<file path="src/rtl/device_req_bridge_pkg.sv">
// Shared types and constants for the AXI4-Lite to device-helper request bridge.
package device_req_bridge_pkg;

    localparam int ADDR_W = 32;
    localparam int DATA_W = 32;
    localparam int STRB_W = DATA_W / 8;

    localparam logic [1:0] RESP_OKAY   = 2'b00;
    localparam logic [1:0] RESP_DECERR = 2'b11;

    typedef enum logic [2:0] {
        ST_IDLE,
        ST_ISSUE,
        ST_CAPTURE,
        ST_BRESP,
        ST_RRESP
    } state_t;

endpackage

</file>
<file path="src/rtl/device_req_bridge_dec.sv">
// Address window compare for the bridge's decode-error option
// (only instantiated when DEVICE_REQ_BRIDGE_DECERR_EN is defined).
module device_req_bridge_dec
    import device_req_bridge_pkg::*;
#(
    parameter logic [ADDR_W-1:0] ADDR_BASE = 32'h4060_0000,
    parameter logic [ADDR_W-1:0] ADDR_SIZE = 32'h0001_0000
) (
    input  logic [ADDR_W-1:0] addr,
    output logic              hit
);

    // Offset below ADDR_BASE wraps to a large value, so one unsigned compare covers both bounds.
    always_comb begin
        hit = (addr - ADDR_BASE) < ADDR_SIZE;
    end

endmodule

</file>
<file path="src/rtl/device_req_bridge.sv">
// AXI4-Lite slave bridging single-beat reads/writes onto the one-cycle
// device helper request/response port, one transaction in flight.
// Optional: DEVICE_REQ_BRIDGE_DECERR_EN answers out-of-window accesses with
// DECERR without issuing a helper request.
//
// state      | meaning
// -----------+------------------------------------------------------------
// ST_IDLE    | accepting AW/W/AR into holding regs, arbitrating a request
// ST_ISSUE   | dev_req_valid high for this single cycle
// ST_CAPTURE | helper read data valid, latched into rdata
// ST_BRESP   | bvalid high, waiting for bready
// ST_RRESP   | rvalid high, waiting for rready; rdata/rresp frozen
module device_req_bridge
    import device_req_bridge_pkg::*;
#(
    parameter logic [ADDR_W-1:0] ADDR_BASE = 32'h4060_0000,
    parameter logic [ADDR_W-1:0] ADDR_SIZE = 32'h0001_0000
) (
    input  logic              clk,
    input  logic              rstn,
    input  logic              awvalid,
    output logic              awready,
    input  logic [ADDR_W-1:0] awaddr,
    input  logic              wvalid,
    output logic              wready,
    input  logic [DATA_W-1:0] wdata,
    input  logic [STRB_W-1:0] wstrb,
    output logic              bvalid,
    input  logic              bready,
    output logic [1:0]        bresp,
    input  logic              arvalid,
    output logic              arready,
    input  logic [ADDR_W-1:0] araddr,
    output logic              rvalid,
    input  logic              rready,
    output logic [DATA_W-1:0] rdata,
    output logic [1:0]        rresp,
    output logic              dev_req_valid,
    output logic              dev_req_wen,
    output logic [ADDR_W-1:0] dev_req_addr,
    output logic [DATA_W-1:0] dev_req_wdata,
    output logic [STRB_W-1:0] dev_req_wmask,
    input  logic [DATA_W-1:0] dev_resp_rdata
);

    state_t              state;
    logic                rdy_en;
    logic                aw_full;
    logic                w_full;
    logic                ar_full;
    logic                last_wr;
    logic [ADDR_W-1:0]   aw_addr_q;
    logic [ADDR_W-1:0]   ar_addr_q;
    logic [DATA_W-1:0]   w_data_q;
    logic [STRB_W-1:0]   w_strb_q;
    logic                wr_rdy;
    logic                rd_rdy;
    logic                pick_wr;
    logic [ADDR_W-1:0]   sel_addr;
    logic                sel_hit;

    // rdy_en keeps the readys low while in reset and releases them one edge later.
    assign awready = rdy_en & ~aw_full & (state == ST_IDLE);
    assign wready  = rdy_en & ~w_full  & (state == ST_IDLE);
    assign arready = rdy_en & ~ar_full & (state == ST_IDLE);

    // Arbitration: a complete write and a read both pending alternate against the last winner.
    always_comb begin
        wr_rdy   = aw_full & w_full;
        rd_rdy   = ar_full;
        pick_wr  = wr_rdy & (~rd_rdy | ~last_wr);
        sel_addr = pick_wr ? aw_addr_q : ar_addr_q;
    end

`ifdef DEVICE_REQ_BRIDGE_DECERR_EN
    device_req_bridge_dec #(
        .ADDR_BASE (ADDR_BASE),
        .ADDR_SIZE (ADDR_SIZE)
    ) u_dec (
        .addr (sel_addr),
        .hit  (sel_hit)
    );
`else
    logic unused_cfg;
    assign unused_cfg = ^{ADDR_BASE, ADDR_SIZE};
    assign sel_hit    = 1'b1;
`endif

    // Holding registers, request sequencing and registered AXI/helper outputs.
    always_ff @(posedge clk or negedge rstn) begin
        if (!rstn) begin
            state         <= ST_IDLE;
            rdy_en        <= 1'b0;
            aw_full       <= 1'b0;
            w_full        <= 1'b0;
            ar_full       <= 1'b0;
            last_wr       <= 1'b0;
            aw_addr_q     <= '0;
            ar_addr_q     <= '0;
            w_data_q      <= '0;
            w_strb_q      <= '0;
            dev_req_valid <= 1'b0;
            dev_req_wen   <= 1'b0;
            dev_req_addr  <= '0;
            dev_req_wdata <= '0;
            dev_req_wmask <= '0;
            bvalid        <= 1'b0;
            bresp         <= RESP_OKAY;
            rvalid        <= 1'b0;
            rresp         <= RESP_OKAY;
            rdata         <= '0;
        end else begin
            rdy_en <= 1'b1;
            if (awvalid && awready) begin
                aw_full   <= 1'b1;
                aw_addr_q <= awaddr;
            end
            if (wvalid && wready) begin
                w_full   <= 1'b1;
                w_data_q <= wdata;
                w_strb_q <= wstrb;
            end
            if (arvalid && arready) begin
                ar_full   <= 1'b1;
                ar_addr_q <= araddr;
            end

            case (state)
                ST_IDLE: begin
                    if (wr_rdy || rd_rdy) begin
                        last_wr <= pick_wr;
                        if (!sel_hit) begin
                            // Out-of-window access: answer directly, helper never sees it.
                            if (pick_wr) begin
                                aw_full <= 1'b0;
                                w_full  <= 1'b0;
                                bvalid  <= 1'b1;
                                bresp   <= RESP_DECERR;
                                state   <= ST_BRESP;
                            end else begin
                                ar_full <= 1'b0;
                                rvalid  <= 1'b1;
                                rresp   <= RESP_DECERR;
                                rdata   <= '0;
                                state   <= ST_RRESP;
                            end
                        end else begin
                            dev_req_valid <= 1'b1;
                            dev_req_wen   <= pick_wr;
                            dev_req_addr  <= sel_addr;
                            dev_req_wdata <= pick_wr ? w_data_q : '0;
                            dev_req_wmask <= pick_wr ? w_strb_q : '0;
                            state         <= ST_ISSUE;
                        end
                    end
                end
                ST_ISSUE: begin
                    dev_req_valid <= 1'b0;
                    if (dev_req_wen) begin
                        aw_full <= 1'b0;
                        w_full  <= 1'b0;
                        bvalid  <= 1'b1;
                        bresp   <= RESP_OKAY;
                        state   <= ST_BRESP;
                    end else begin
                        state <= ST_CAPTURE;
                    end
                end
                ST_CAPTURE: begin
                    rdata   <= dev_resp_rdata;
                    ar_full <= 1'b0;
                    rvalid  <= 1'b1;
                    rresp   <= RESP_OKAY;
                    state   <= ST_RRESP;
                end
                ST_BRESP: begin
                    if (bready) begin
                        bvalid <= 1'b0;
                        state  <= ST_IDLE;
                    end
                end
                ST_RRESP: begin
                    if (rready) begin
                        rvalid <= 1'b0;
                        state  <= ST_IDLE;
                    end
                end
                default: begin
                    state <= ST_IDLE;
                end
            endcase
        end
    end

endmodule

</file>
<file path="config.mk">
export PLATFORM = sky130hd
export DESIGN_NAME = device_req_bridge
export DESIGN_NICKNAME = d
export VERILOG_FILES = /design/src/rtl/device_req_bridge_pkg.sv /design/src/rtl/device_req_bridge_dec.sv /design/src/rtl/device_req_bridge.sv
export SDC_FILE = /design/constraint.sdc
export NUM_CORES = 1
export LEC_CHECK = 0
export BUFFER_PORTS_ARGS = -buffer_cell sky130_fd_sc_hd__buf_4
export CELL_PAD_IN_SITES_DETAIL_PLACEMENT = 2
export CELL_PAD_IN_SITES_GLOBAL_PLACEMENT = 2
export CORE_ASPECT_RATIO = 0.75
export CORE_MARGIN = 3
export CORE_UTILIZATION = 36
export CTS_CLUSTER_SIZE = 10
export DETAILED_ROUTE_END_ITERATION = 6
export GPL_TIMING_DRIVEN = 0
export PLACE_DENSITY_LB_ADDON = 0.1
export SYNTH_ARGS = -nofsm -noshare
export SYNTH_HDL_FRONTEND = slang
export SYNTH_SLANG_ARGS = --single-unit
export TNS_END_PERCENT = 5
</file>
<file path="constraint.sdc">
create_clock -name clk -period 5.6 [get_ports clk]
set_clock_uncertainty 0.15 [all_clocks]
set_input_delay 1.12 -clock clk [delete_from_list [all_inputs] [get_ports clk]]
set_output_delay 1.12 -clock clk [all_outputs]
set_load 0.005 [all_outputs]
</file>
==> flow_summary.yaml <==
floorplanning:
  die-width_um: 185
  start_util_pct: 37.2
  core.rowCount: 48
  ioPinCount: 250
  die-area_mm2: 0.0260
  core_mm2: 0.0234
  fp.dieH_um: 140
global_route:
  grt_max_degree: 111
  grt_pass1_vias: 7523
  use_met1_pct: 28.0
  met2_usage_pct: 36.8
  use_met3_pct: 4.80
  busiest_layer: "met2"
  overflow: 0
  grt_pass1_wl_um: 43700
  grt_antenna_before_repair: 0
  gr-usage-all-layers_pct: 21.3
sta:
  rsz0062_at_grt: "false"
  period_share_pct: 65.2
  tightest_slew_ns: 0.823
  maxSlewViolCount: 0
  slew_headroom_pct: 45.1
  max_freq_ghz: 0.274
  hold_violations: 0
  period_needed_ns: 3.65
  tns_ns: 0
  finalSetupViolCount: 0
logic_synthesis:
  yosys_warnings: 0
  yosysSeqAreaShare_pct: 60.8
  ys_ff_latch: 211
  synth_edf_count: 0
  syn_inst: 686
  netlist_area_mm2: 0.00868
  synth.top_cell.area_share_pct: 60.8
  post_synth.cell_area_avg_um2: 12.7
  synthArstFlopShare_pct: 100
  yosysTopAreaCell: "dfrtp_1"
  synth_ff_type: "dfrtp_1"
  synth_cell_type_count: 27
  synth_area_leaders: "dfrtp_1, mux2_2, mux2_4, o21ai_0, nand4_1"
layout:
  drive_gt1_share_pct: 44.5
  fillers: 2299
  multi_input_comb_area_mm2: 0.00297
  nNetsFinal: 1101
  regArea_mm2: 0.00528
  area_growth_pct: 33.8
pwr:
  vdd_drop_max_v: 0.000245
  leakage_nw: 5.37
  power_mw: 6.84
  power.density_mw_per_mm2: 589
job:
  drv_cap: 0
route:
  first_pass_iters: 4
  ant_nets: 0
  initialDrtViolationCount: 267
  routed_via_density: 5.21
  drc: 0
  vias: 6606
  avgRoutedWirePerCell_um: 22.4
  wl_um: 28400
clock_network:
  cts-buffers-inserted: 25
  h-tree-depth: 1
  path_clk_slew_ns: 0.06
  clk_latency_ns: 0.52
  clockBufferDepth: 3
  cts_tree: "built"
  cts.sinks: 211
  ctsResizeCount: 0
  cts_setup_buffers: 0
  cts_hold_buf: 0
  ctsRootBufferMaster: "clkbuf_16"
critical_path:
  reg2reg_depth: 5
  worstPathRequired_ns: 4.33
  path_cells: "buf_2 > nor3_2 > buf_4 > buf_1 > nand2_1 > nor2_1 > buf_4"
  cpPeakStageDelay_ns: 0.43
  r2r_slack_ns: 3.29
  crit_path_frequent_cell: "buf_4"
  cp_slowest_cell: "buf_1"
  crit_path_end_kind: "output port"
  cp_max_fo: 10
  critical_path_class: "register to output port"
  r2r_start: "last_wr"
  r2r_end: "dev_req_wdata[21]"
  cp.arrival_ns: 2.38
  start_kind: "register"
hold_path:
  hold_class: "register to register"
  hold_end: "ar_addr_q[11]"
  whs_path_depth: 1
  hp-start: "ar_addr_q[11]"
placed_design:
  place_hpwl_um: 20100
  port_buffers: 245
  gp_congestion: 0.782
run_status:
  status: "finished, final reports clean"
[cell type report]
cell class,instances,share of cell area [%]
diodes,1,0.0216
plain buffers,60,2.46
clock buffers,30,5.64
clock inverters,2,0.119
inverters,42,1.36
multi-input cells,376,25.6
flip-flops and latches,211,45.5
well taps,300,3.23
repair buffers,246,16.1
[worst max-delay path by stage]
stage               endpoint      from  depth (start not counted)
6_report              wready  state[1]                          7
5_1_grt              awready  state[1]                          7
4_1_cts               wready  state[1]                          7
3_5_place_dp          wready  state[1]                          7
3_3_place_gp   aw_addr_q[24]      rstn                          1
2_1_floorplan        arready  state[1]                          6
[cell usage in the layout (no fill, tap or decap), types with 2 or more instances in the layout]
cell type / Yosys / final
a31oi_1: 33 / 33
nor2_1: 9 / 9
buf_4: 5 / 249
conb_1: 2 / 5
buf_6: 3 / 3
nand3_1: 33 / 33
buf_2: 15 / 15
nand4_1: 36 / 36
mux2_1: 4 / 4
and2_1: 4 / 4
nand2_1: 3 / 3
buf_1: 7 / 7
a21oi_1: 38 / 38
inv_1: 42 / 42
mux2_4: 29 / 29
dfrtp_1: 211 / 211
a32oi_1: 2 / 2
clkbuf_1: 30 / 34
mux2_2: 100 / 100
nand4_4: 3 / 3
o21ai_0: 71 / 71
clkbuf_16: 0 / 25
[critical path, delay by kind of cell (launching register included)]
family / cells / cell delay, ns
buffers and inverters: 4 / 1.00
and+or+nand+nor: 3 / 0.53
DFF: 1 / 0.35
[cells by family after synthesis]
family / synth area share [%]
flip-flops: 60.8
AO/OA/AOI/OAI: 9.07
multiplexers: 18.5
buffers and inverters: 5.10
AND/OR/NAND/NOR: 6.40
other: 0.0865
[report_power, final]
part	internal (mW)	switching, mW
clock	0.810	0.612
combinational	1.34	1.38
sequential	2.26	0.443
total	4.40	2.44
[metal layers]
metal / up-vias / part of all wire (%)
met4: 0 / 1.5
met3: 32 / 6.5
met5: - / 0
li1: 2982 / -
met1: 3404 / 43
met2: 188 / 49
[synthesized netlist by cell type (2+ instances only)]
library cell / number
a31oi_1: 33
mux2_4: 29
nor2_1: 9
conb_1: 2
o21ai_0: 71
buf_6: 3
buf_2: 15
nand3_1: 33
inv_1: 42
buf_1: 7
dfrtp_1: 211
nand4_1: 36
nand2_1: 3
a21oi_1: 38
mux2_2: 100
a32oi_1: 2
clkbuf_1: 30
nand4_4: 3
mux2_1: 4
buf_4: 5
and2_1: 4
[per-stage QoR]
stage,cells,hold WS (ns),cell area (um^2),util (%),setup WS (ns)
finish,1268,0.350,11600,49.7,1.95
global route,1267,0.360,11600,49.7,1.72
CTS,1267,0.353,11600,49.7,1.89
detailed placement,1235,0.340,10900,46.8,2.45
global placement,1234,0.325,10900,46.7,1.80
floorplan,689,0.314,8690,-,2.94
[state kept, by name (all words and copies together) (netlist names), 3 cells and up]
name,count
w_strb_q,4
aw_addr_q,32
dev_req_wmask,4
w_data_q,32
state,3
dev_req_wdata,32
dev_req_addr,32
ar_addr_q,32
rdata,32
Power figures use the tool's default switching activity.
